`config.mk`:
```
export PLATFORM = sky130hd
export DESIGN_NAME = pipeline_hazard_ctrl
export DESIGN_NICKNAME = d
export VERILOG_FILES = /design/src/rtl/pipe_ctrl_pkg.sv /design/src/rtl/hazard_detect.sv /design/src/rtl/pipeline_hazard_ctrl.sv
export SDC_FILE = /design/constraint.sdc
export NUM_CORES = 1
export LEC_CHECK = 0
export BUFFER_PORTS_ARGS = -buffer_cell sky130_fd_sc_hd__buf_2
export CAP_MARGIN = 20
export CORE_MARGIN = 2
export CORE_UTILIZATION = 30
export DETAILED_ROUTE_END_ITERATION = 7
export GPL_TIMING_DRIVEN = 0
export PLACE_DENSITY = 0.54
export SLEW_MARGIN = 30
export SYNTH_ARGS = -nofsm -noshare
export SYNTH_HDL_FRONTEND = slang
export SYNTH_SLANG_ARGS = --single-unit
```
`constraint.sdc`:
```
create_clock -name clk_i -period 7.38 [get_ports clk_i]
set_input_delay 1.476 -clock clk_i [delete_from_list [all_inputs] [get_ports clk_i]]
set_output_delay 1.476 -clock clk_i [all_outputs]
set_load 0.1 [all_outputs]
```
`src/rtl/pipe_ctrl_pkg.sv`:
```
// Shared types and constants for the 5-stage pipeline stall/flush sequencer.
// Holds the sequencer state encoding, the hardwired-zero register and the ID_EX bubble controls.
package pipe_ctrl_pkg;

   typedef enum logic [1:0] {
      RUN      = 2'd0,
      MEM_WAIT = 2'd1,
      ERR      = 2'd2
   } state_t;

   localparam logic [4:0] REG_ZERO = 5'd0;

   // Control bits ID_EX receives when a bubble is inserted.
   typedef struct packed {
      logic reg_write;
      logic mem_wr;
      logic mem_rd;
      logic branch;
   } idex_ctrl_t;

   localparam idex_ctrl_t BUBBLE_CTRL = '0;

endpackage

```
`src/rtl/hazard_detect.sv`:
```
// Load-use hazard compare between the load in EX and the source registers in ID.
// A load into r0 never creates a dependency because r0 is hardwired to zero.
module hazard_detect
   import pipe_ctrl_pkg::*;
(
   input  logic       idex_memrd_i,
   input  logic [4:0] idex_rt_i,
   input  logic [4:0] ifid_rs_i,
   input  logic [4:0] ifid_rt_i,
   output logic       hazard_o
);

   assign hazard_o = idex_memrd_i && (idex_rt_i != REG_ZERO) &&
                     ((idex_rt_i == ifid_rs_i) || (idex_rt_i == ifid_rt_i));

endmodule

```
`src/rtl/pipeline_hazard_ctrl.sv`:
```
// Central stall/flush sequencer: load-use bubbles, branch flushes, data-memory freeze
// with a timeout watchdog, and saturating stall/flush counters.
module pipeline_hazard_ctrl
   import pipe_ctrl_pkg::*;
#(
   parameter int MEM_TIMEOUT = 64,
   parameter int CNT_W       = 32
)
(
   input  logic             clk_i,
   input  logic             rst_i,
   input  logic             IDEX_MemRd_i,
   input  logic [4:0]       IDEX_Rt_i,
   input  logic [4:0]       IFID_Rs_i,
   input  logic [4:0]       IFID_Rt_i,
   input  logic             Branch_i,
   input  logic             DMem_req_i,
   input  logic             DMem_ack_i,
   output logic             PC_Wr_o,
   output logic             IFID_Wr_o,
   output logic             IFID_Flush_o,
   output logic             IDEX_Wr_o,
   output logic             IDEX_Bubble_o,
   output logic             EXMEM_Wr_o,
   output logic             MEMWB_Wr_o,
   output logic             err_o,
   output logic [CNT_W-1:0] stall_cnt_o,
   output logic [CNT_W-1:0] flush_cnt_o,
   output state_t           state_o
);

   localparam int              WD_W     = $clog2(MEM_TIMEOUT + 1);
   localparam logic [WD_W-1:0] WD_LIMIT = WD_W'(MEM_TIMEOUT);

   state_t            state_q, state_d;
   logic [WD_W-1:0]   wd_q, wd_d, wd_inc;
   logic [CNT_W-1:0]  stall_q, stall_d, flush_q, flush_d;
   logic              hazard, memstall, advance;

   hazard_detect u_hazard_detect (
      .idex_memrd_i (IDEX_MemRd_i),
      .idex_rt_i    (IDEX_Rt_i),
      .ifid_rs_i    (IFID_Rs_i),
      .ifid_rt_i    (IFID_Rt_i),
      .hazard_o     (hazard)
   );

   // The MEM stage raises req for an access; the access is done in the first cycle ack is high,
   // which may be the request cycle itself, so only req without ack freezes the pipeline.
   assign memstall = DMem_req_i & ~DMem_ack_i;
   assign wd_inc   = wd_q + 1'b1;

   always_comb begin
      state_d = state_q;
      wd_d    = wd_q;
      advance = 1'b0;
      unique case (state_q)
         RUN: begin
            if (memstall) begin
               state_d = MEM_WAIT;
               wd_d    = WD_W'(1);
            end else begin
               advance = 1'b1;
            end
         end
         MEM_WAIT: begin
            if (DMem_ack_i) begin
               advance = 1'b1;
               state_d = RUN;
               wd_d    = '0;
            end else begin
               wd_d = wd_inc;
               if (wd_inc == WD_LIMIT) state_d = ERR;
            end
         end
         ERR: ;
         default: state_d = RUN;
      endcase
   end

   // A bubble or flush is only raised alongside the write enable of the register it targets.
   always_comb begin
      PC_Wr_o       = 1'b0;
      IFID_Wr_o     = 1'b0;
      IFID_Flush_o  = 1'b0;
      IDEX_Wr_o     = 1'b0;
      IDEX_Bubble_o = 1'b0;
      EXMEM_Wr_o    = 1'b0;
      MEMWB_Wr_o    = 1'b0;
      if (advance && !rst_i) begin
         PC_Wr_o    = 1'b1;
         IFID_Wr_o  = 1'b1;
         IDEX_Wr_o  = 1'b1;
         EXMEM_Wr_o = 1'b1;
         MEMWB_Wr_o = 1'b1;
         if (hazard) begin
            PC_Wr_o       = 1'b0;
            IFID_Wr_o     = 1'b0;
            IDEX_Bubble_o = 1'b1;
         end else if (Branch_i) begin
            IFID_Flush_o = 1'b1;
         end
      end
   end

   always_comb begin
      stall_d = stall_q;
      flush_d = flush_q;
      if (!PC_Wr_o && (stall_q != '1)) stall_d = stall_q + 1'b1;
      if (IFID_Flush_o && (flush_q != '1)) flush_d = flush_q + 1'b1;
   end

   always_ff @(posedge clk_i or posedge rst_i) begin
      if (rst_i) begin
         state_q <= RUN;
         wd_q    <= '0;
         stall_q <= '0;
         flush_q <= '0;
      end else begin
         state_q <= state_d;
         wd_q    <= wd_d;
         stall_q <= stall_d;
         flush_q <= flush_d;
      end
   end

   assign err_o       = (state_q == ERR);
   assign stall_cnt_o = stall_q;
   assign flush_cnt_o = flush_q;
   assign state_o     = state_q;

endmodule

```
==> metrics.csv, run 1 <==
metric,value,unit
status,"finished, final reports clean",
sequential cell area,1830,um^2
worst-path fanout max,43,
minimum clock period,4920,ps
Final nets,504,
RSZ-0062 raised after global routing,no,
drt via density,4.81,
sequential share of the synthesized area,46.0,%
first-pass GRT wire length,16.2,mm
multi-input logic area,2030,um^2
final WL,9.50,mm
Synth warnings,0,
die height,119,um
Initial Util,30.3,%
Worst VDD drop,0.380,mV
count of cell types in the netlist,45,
share of cells above drive strength 1,32.6,%
Yosys reg bits,73,
CP arrival,3450,ps
Ports,95,
"Largest stage delay, worst path",410,ps
Netlist Area Pre-Place,3970,um^2
total global-route track usage,14.2,%
initial antenna violation count,0,
CTS sink count,73,
critical-path cell list,"buf_2, inv_4, o211a_1, o21a_4, buf_2, buf_4, buf_2",
core box area,13100,um^2
Critical Path End Type,output port,
DR WL/cell,14.4,um
via count,3179,
total gr overflow,0,
vias in the first global route,3170,
post-CTS resize count,0,
CTS tree,built,
DRT antenna net count,0,
final hold violation count,0,
HPWL after detailed placement,6.90,mm
Max H-tree Level,3,
worst hold-check path type,flop to flop,
synthesized instance count,374,
Synth top area share,46.0,%
drc violations,0,
post-synth net total,398,
"Clk Latency, worst-skew pair",340,ps
post-route clock period utilization,66.7,%
number of slew-limit violations in the final report,0,
crit path kind,input pin to output port,
biggest area consumer among synthesized cells,dfrtp_1,
Fillers,1324,
largest net degree at the start of global routing,44,
CP most frequent cell,buf_2,
Post-CTS Setup Bufs,0,
Area Overhead vs Synth,26.1,%
post-placement cell count,645,
drt initial violations,112,
leak pwr,2.30,nW
Final setup viols,0,
Horiz. Die Dim,119,um
Pwr Density,289,nW/um^2
DRT Pass-1 Iters,4,
Startpoint Class,input pin,
Required @ worst endpoint,5900,ps
clock buffer count from CTS,9,
ranking of synthesized cells by area,"dfrtp_1, xor2_1, nor3_1, nand2_1, nand3_1",
slowest library cell on the worst path,inv_4,
f_max,203,MHz
R2R setup slack,4920,ps
hold_buf cts,0,
num rows,42,
worst rel slew slack,54.1,%
post-route insts no fill,661,
Max Cap Violations,0,
gpl congestion,0.782,
Worst Tran Pin Value,681,ps
die area,14200,um^2
"Avg Cell Area, Syn",10.6,um^2
Longest Clk Path Bufs,2,
setup TNS,0,ps
Port Buffers,94,
Worst-path clk slew,60,ps
n_diodes,0,
clock tree root driver cell,clkbuf_16,
worst clock skew,7.34,ps
==> cell usage after synthesis (all sizes together) <==
library cell / instances
nor3b: 5
or3: 1
nand4: 13
nand2b: 3
a41oi: 1
o21a: 1
nand3: 25
mux2: 2
a22o: 1
nor3: 37
o31ai: 2
a22oi: 1
nor2: 20
xnor2: 3
o21ai: 14
xor2: 69
dfrtp: 73
and4: 3
nand2: 32
nor4b: 6
nor4: 21
a31oi: 1
or2: 2
buf: 13
o211a: 1
nor2b: 3
o211ai: 1
and3: 7
ha: 3
inv: 7
or4: 2
a41o: 1
==> metrics by stage <==
| stage | util, % | cell area (um^2) | worst slack (ps) | hold WS [ps] | power, W |
|---|---|---|---|---|---|
| after detailed placement | 35.8 | 4690 | 2390 | 470 | 0.000996 |
| after floorplan | - | 3980 | 534 | 472 | 0.000906 |
| after CTS | 38.3 | 5010 | 2360 | 492 | 0.00146 |
| after global routing | 38.3 | 5010 | 2270 | 514 | 0.00151 |
| after global placement | 35.7 | 4670 | 516 | 473 | 0.000989 |
| final | 38.3 | 5010 | 2460 | 492 | 0.00145 |
==> sequential cells by signal, indices dropped and copies added (netlist names) <==
signal,cells
stall_cnt_o,32
wd_q,7
state_o,2
flush_cnt_o,32
==> where the power goes <==
part	switching, W	leakage, nW	internal, W
logic	0.000398	1.29	0.0000893
registers	0.0000577	0.867	0.000443
clock network	0.000173	0.151	0.000289
==> final cells by class <==
type / count / share of cell area [%]
Sequential cell: 73 / 36.5
Buffer: 13 / 1.92
Clock buffer: 12 / 5.32
Tap cell: 176 / 4.40
Clock inverter: 4 / 1.00
Inverter: 7 / 0.575
Timing Repair Buffer: 95 / 9.80
Multi-Input combinational cell: 281 / 40.5
==> kinds of logic (layout without fill, tap and decap cells) <==
| family | Yosys count | after routing | synth area share (%) |
|---|---|---|---|
| compound gates | 24 | 24 | 4.76 |
| xor+xnor | 72 | 72 | 15.9 |
| fa+ha+maj | 3 | 3 | 0.945 |
| buf+inv | 20 | 131 | 3.09 |
| flops | 73 | 73 | 46.0 |
| mux | 2 | 2 | 0.567 |
| simple gates | 180 | 180 | 28.8 |
==> worst max-delay path, delay by kind of cell <==
kind            cells  cell delay (ps)
buf+inv             5             1350
compound gates      2              600
==> cell usage in the layout (no fill, tap or decap), drive strengths merged, types with 3 or more instances in the layout <==
cell type,instances
nor2b,3
o21ai,14
buf,108
xor2,69
and4,3
inv,7
and3,7
ha,3
nor3b,5
nor4b,6
nand2,32
nand4,13
dfrtp,73
nor4,21
nor2,20
xnor2,3
nand3,25
clkbuf,12
nand2b,3
nor3,37
==> final timing paths <==
kind	startpoint	to	depth (start not counted)
worst max-delay path	rst_i	PC_Wr_o	7
worst min-delay path	flush_cnt_o[31]$_DFFE_PP0P_	flush_cnt_o[31]$_DFFE_PP0P_	1
worst max register to register	flush_cnt_o[0]$_DFFE_PP0P_	flush_cnt_o[20]$_DFFE_PP0P_	8
worst min register to register	flush_cnt_o[31]$_DFFE_PP0P_	flush_cnt_o[31]$_DFFE_PP0P_	1
max in group asynchronous	rst_i	stall_cnt_o[23]$_DFFE_PP0P_	3
min in group asynchronous	rst_i	wd_q[2]$_DFFE_PP0P_	2
==> metal layers <==
metal / vias up / global-route usage [%] / share of wire [%]
li1: 1537 / - / -
met1: 1557 / 17.8 / 45
met2: 70 / 23.2 / 49
met3: 15 / 3.64 / 4.8
met4: 0 / 6.18 / 2.1
met5: - / 0 / 0
No activity file was read; power rests on OpenSTA's default activity.
==> run 2: changes to the inputs <==
- ABC_AREA: not set -> 1
- PLACE_DENSITY: 0.54 -> 0.52
- clock period: 7.38 -> 5.2 ns (I/O delays scaled with it)
==> run 2 against run 1 <==
- register-to-register slack got worse by 1700 ps
- final cell count rose by 67%
- count of clock-buffer cells in the layout up 2
- sequential share of layout area is 8.3 points lower
==> metrics.csv, run 2 <==
metric,value,unit,change
status,"finished, final reports clean",,
clock tree root driver cell,clkbuf_16,,
die area,19000,um^2,+34%
initial antenna violation count,0,,unchanged
count of cell types in the netlist,37,,-18%
share of cells above drive strength 1,19.5,%,-13 points
Port Buffers,93,,-1.1%
"Largest stage delay, worst path",420,ps,about the same
first-pass GRT wire length,25.0,mm,+55%
CTS tree,built,,
"Clk Latency, worst-skew pair",350,ps,about the same
post-route setup slack,858,ps,-1600 ps
top-count cell post-synth,nand2_1,,
"Core Util, Final",37.2,%,-1.1 points
dpl ws,794,ps,-1590 ps
RSZ-0062 raised after global routing,no,,
Post-synth ARST share,100,%,unchanged
Worst-path clk slew,50,ps,about the same
leak pwr,3.28,nW,+42%
Worst VDD drop,0.155,mV,-59%
Startpoint Class,input pin,,
Yosys reg bits,73,,unchanged
post-route clock period utilization,83.5,%,
slowest library cell on the worst path,buf_2,,
setup TNS,0,ps,unchanged
CP Buf/Inv Count,8,,+3
drt initial violations,373,,+230%
die height,138,um,+16%
most frequent cells in the layout,"nand2_1, buf_2, nor2_1, dfrtp_1, inv_1",,
Ports,95,,unchanged
worst hold-check path type,flop to flop,,
number of slew-limit violations in the final report,0,,unchanged
Max H-tree Level,3,,unchanged
post-CTS resize count,0,,unchanged
Required @ worst endpoint,4160,ps,-1740 ps
worst-path fanout max,20,,-53%
CP arrival,3300,ps,-150 ps
HPWL after detailed placement,12.4,mm,+80%
clock buffer count from CTS,9,,unchanged
worst rel slew slack,60.9,%,+6.8 points
CTS sink count,73,,unchanged
synthesized instance count,772,,+110%
total global-route track usage,17.2,%,+3.0 points
minimum clock period,4340,ps,
f_max,230,MHz,
"Avg Cell Area, Syn",6.96,um^2,-34%
Initial Util,30.9,%,+0.52 points
hold path start,stall_cnt_o[18]$_DFFE_PP0P_,,
crit path kind,input pin to output port,,
Area Overhead vs Synth,20.5,%,
DRT Pass-1 Iters,5,,+1
Synth top area share,34.0,%,-12 points
DP Area,6210,um^2,+32%
DR WL/cell,14.2,um,-1.1%
Post-synth EDFFs,0,,unchanged
Critical Path Start,rst_i,,
CP top delay family,buffers and inverters,,
vias in the first global route,4775,,+51%
via count,5185,,+63%
R2R setup slack,3190,ps,-1730 ps
Max Cap Violations,0,,unchanged
Post-CTS Setup Bufs,0,,unchanged
Final setup viols,0,,unchanged
drc violations,0,,unchanged
Worst Tran Pin Value,582,ps,-99.1 ps
DRT antenna net count,0,,unchanged
n_diodes,0,,unchanged
post-synth net total,796,,+100%
biggest area consumer among synthesized cells,dfrtp_1,,
final hold violation count,0,,unchanged
gpl congestion,0.926,,+18%
sequential share of the synthesized area,34.0,%,-12 points
top post-synthesis cells by count,"nand2_1, nor2_1, dfrtp_1",,
Critical Path End Type,output port,,
r2r startpoint,flush_cnt_o[0]$_DFFE_PP0P_,,
ranking of synthesized cells by area,"dfrtp_1, nand2_1, nor2_1, xor2_1, nand4_1",,
largest net degree at the start of global routing,22,,-50%
Synth warnings,0,,unchanged
Netlist Area Pre-Place,5380,um^2,+35%
"commonest non-fill, non-tap cell in the layout",nand2_1,,
ys flop type,dfrtp_1,,
num rows,48,,+14%
total gr overflow,0,,unchanged
Horiz. Die Dim,138,um,+16%
critical-path cell list,"buf_2, clkinvlp_4, buf_16, buf_16, nand3_1, inv_1, nand2_4, buf_6, buf_4, nor2_2, buf_2",,
core box area,17400,um^2,+33%
Pwr Density,186,nW/um^2,-36%
worst clock skew,7.26,ps,-0.0851 ps
drt via density,4.68,,-2.6%
final WL,15.7,mm,+66%
hold_buf cts,0,,unchanged
Longest Clk Path Bufs,2,,unchanged
Final Cell Area,6480,um^2,+29%
Final nets,903,,+79%
[run 2: worst paths after layout]
kind / depth (start not counted) / end
worst min-delay path: 2 / stall_cnt_o[18]$_DFFE_PP0P_
worst min register to register: 2 / stall_cnt_o[18]$_DFFE_PP0P_
max in group asynchronous: 4 / flush_cnt_o[13]$_DFFE_PP0P_
worst max register to register: 9 / flush_cnt_o[20]$_DFFE_PP0P_
worst max-delay path: 11 / IFID_Flush_o
min in group asynchronous: 2 / stall_cnt_o[9]$_DFFE_PP0P_
[run 2: area by class of cell]
type / count / area (um^2)
fillers: 1886 / 10900
plain buffers: 24 / 264
clock buffers: 14 / 264
flip-flops and latches: 73 / 1830
multi-input cells: 614 / 3060
repair buffers: 96 / 548
well taps: 225 / 282
inverters: 61 / 233
[run 2: logic make-up after synthesis]
| group | count (synthesis) | share of synthesized area (%) |
|---|---|---|
| adders and majority gates | 3 | 0.698 |
| DFF | 73 | 34.0 |
| buffers and inverters | 85 | 9.17 |
| xor gates and xnor gates | 45 | 7.33 |
| and+or+nand+nor | 549 | 46.9 |
| AOI/OAI and AO/OA | 17 | 1.91 |
[run 2: where the power goes]
part / leakage (nW) / internal (W) / switching [W]
logic: 2.16 / 0.0000217 / 0.0000319
clock network: 0.129 / 0.000344 / 0.000236
registers: 0.991 / 0.000569 / 0.000000625
[run 2: worst min-delay path, stage by stage, from the launching register on]
cell	delay (ps)
dfrtp_1	380
nand2_1	60
nand2_1	60
[run 2: stage by stage]
stage               power, W  cells  hold slack [ps]
floorplan           0.000609    772              508
global placement    0.000627   1090              520
detailed placement  0.000635   1093              529
CTS                  0.00122   1107              543
global route         0.00125   1107              575
finish               0.00120   1107              536
[run 2: routing by layer]
metal  GRT usage, %  up-vias  part of all wire [%]
met1           25.2     2363                    50
met2           25.0      129                    42
met3           3.51       15                   5.8
met4           5.73        0                   1.4
met5              0        -                     0
li1               -     2678                     -
==> run 3: changes to the inputs <==
- ABC_AREA: 1 -> 0
- PLACE_DENSITY: 0.52 -> 0.54
- clock period: 5.2 -> 4.3 ns (I/O delays scaled with it)
==> run 3 against run 2 <==
- clock skew down 0.83 ps
- critical endpoint is now PC_Wr_o
- clock power rose by 23%
- global-route usage decreased by 3.1 points
- sequential cell count stayed put
- highest routed layer unchanged
- via count shrank 39%
==> metrics.csv, run 3 (synthesis results as in run 1) <==
metric,value,unit,change
Fillers,1312,,-30%
Post-CTS Setup Bufs,0,,unchanged
drt initial violations,116,,-69%
Initial Util,30.3,%,-0.52 points
worst hold-check path type,flop to flop,,
worst clock skew,6.43,ps,-0.830 ps
Final nets,506,,-44%
Metal-1 WL,4.15,mm,-48%
top layer in use,met4,,
gpl congestion,0.785,,-15%
first-pass GRT wire length,15.9,mm,-37%
hold_buf cts,0,,unchanged
multi-input logic area,2040,um^2,-33%
hold depth,1,,-1
sequential cell area,1830,um^2,unchanged
depth of the worst register-to-register path,8,,-1
Worst VDD drop,0.256,mV,+65%
share of cells above drive strength 1,33.1,%,+14 points
CP arrival,2770,ps,-530 ps
die area,14200,um^2,-25%
most frequent cells in the layout,"buf_2, dfrtp_1, xor2_1, nor3_1, nand2_1",,
hold slack,485,ps,-50.9 ps
Pwr Density,479,nW/um^2,+160%
DRT Pass-1 Iters,5,,unchanged
via count,3184,,-39%
CTS tree,built,,
worst rel slew slack,55.4,%,-5.6 points
Max Cap Violations,0,,unchanged
clock buffer count from CTS,9,,unchanged
"commonest non-fill, non-tap cell in the layout",buf_2,,
status,"finished, final reports clean",,
Horiz. Die Dim,119,um,-14%
DRT antenna net count,0,,unchanged
post-CTS resize count,0,,unchanged
clock tree root driver cell,clkbuf_16,,
post-placement cell count,647,,-41%
die height,119,um,-14%
total global-route track usage,14.1,%,-3.1 points
met2 routed WL,4.72,mm,-29%
Startpoint Class,input pin,,
initial antenna violation count,0,,unchanged
minimum clock period,3630,ps,
final hold violation count,0,,unchanged
Critical Path End Type,output port,,
RSZ-0062 raised after global routing,no,,
f_max,276,MHz,
"Clk Latency, worst-skew pair",350,ps,about the same
n_diodes,0,,unchanged
Worst Tran Pin Value,662,ps,+80.7 ps
num rows,42,,-13%
worst-path fanout max,11,,-45%
number of slew-limit violations in the final report,0,,unchanged
drc violations,0,,unchanged
Longest Clk Path Bufs,2,,unchanged
largest net degree at the start of global routing,23,,+4.5%
total gr overflow,0,,unchanged
Port Buffers,94,,+1.1%
Area Overhead vs Synth,27.2,%,
Required @ worst endpoint,3440,ps,-720 ps
post-route insts no fill,663,,-40%
DR WL met3,524,um,-43%
CTS sink count,73,,unchanged
final WL,9.49,mm,-40%
vias in the first global route,3178,,-33%
Max H-tree Level,3,,unchanged
core box area,13100,um^2,-25%
Final setup viols,0,,unchanged
DR WL/cell,14.3,um,+0.81%
HPWL after detailed placement,6.96,mm,-44%
crit path kind,input pin to output port,,
Ports,95,,unchanged
post-route clock period utilization,84.4,%,
drt via density,4.80,,+2.5%
leak pwr,2.32,nW,-29%
Worst-path clk slew,60,ps,about the same
[run 3: cell types whose count changed in the layout (fill, tap and decap cells not counted), moves of 8 or more]
cell / previous run / this run
nor4_1: 0 / 10
nor3_1: 15 / 35
inv_1: 54 / 6
nand3_1: 40 / 23
nor4_2: 0 / 8
nand2_1: 318 / 32
nand4_1: 42 / 12
clkbuf_8: 9 / 1
nor2_1: 86 / 18
nand3b_1: 14 / 0
xor2_1: 31 / 69
xnor2_1: 14 / 3
[run 3: layout make-up]
cell class	instances	area share, %
buffer	13	1.91
clock buffer	10	4.73
clock inverter	6	0.867
inverter	7	0.595
multi-input combinational	281	40.4
sequential	73	36.2
tap	176	4.36
timing repair buffer	97	11.0
[run 3: path summary, 6_finish.rpt]
kind | startpoint | to | slack [ps]
max reg2reg | flush_cnt_o[0]$_DFFE_PP0P_ | flush_cnt_o[20]$_DFFE_PP0P_ | 1900
max in group asynchronous | rst_i | flush_cnt_o[2]$_DFFE_PP0P_ | 3110
min in group asynchronous | rst_i | wd_q[0]$_DFFE_PP0P_ | 570
max | IDEX_Rt_i[0] | PC_Wr_o | 670
min | flush_cnt_o[18]$_DFFE_PP0P_ | flush_cnt_o[18]$_DFFE_PP0P_ | 480
min reg2reg | flush_cnt_o[18]$_DFFE_PP0P_ | flush_cnt_o[18]$_DFFE_PP0P_ | 480
[run 3: metrics by stage]
step	setup WS (ps)	utilization, %	setup TNS, ps	power, W	cell area (um^2)
6_report	670	38.6	0	0.00242	5050
3_5_place_dp	672	36.4	0	0.00173	4770
5_1_grt	611	38.6	0	0.00253	5050
2_1_floorplan	115	-	0	0.00156	3990
3_3_place_gp	-426	35.8	-1330	0.00171	4680
4_1_cts	671	38.6	0	0.00246	5050
[run 3: metal layers]
metal,global-route usage [%],vias to the layer above
li1,-,1550
met1,17.1,1559
met2,23.5,67
met3,4.74,8
met4,4.69,0
met5,0,-
[run 3: power by group]
| group | switching [W] | total (W) | internal [W] | leakage, nW |
|---|---|---|---|---|
| Sequential | 0.0000957 | 0.000855 | 0.000760 | 0.867 |
| Combinational | 0.000691 | 0.000851 | 0.000160 | 1.31 |
| Clock | 0.000305 | 0.000712 | 0.000407 | 0.138 |
| Total | 0.00109 | 0.00242 | 0.00133 | 2.32 |
[run 3: worst max-delay path: stages]
cell and delay (ps):
buf_2 120, or4_4 540, o21ai_4 220, o21a_4 190
buf_2 270, buf_4 150, buf_2 410
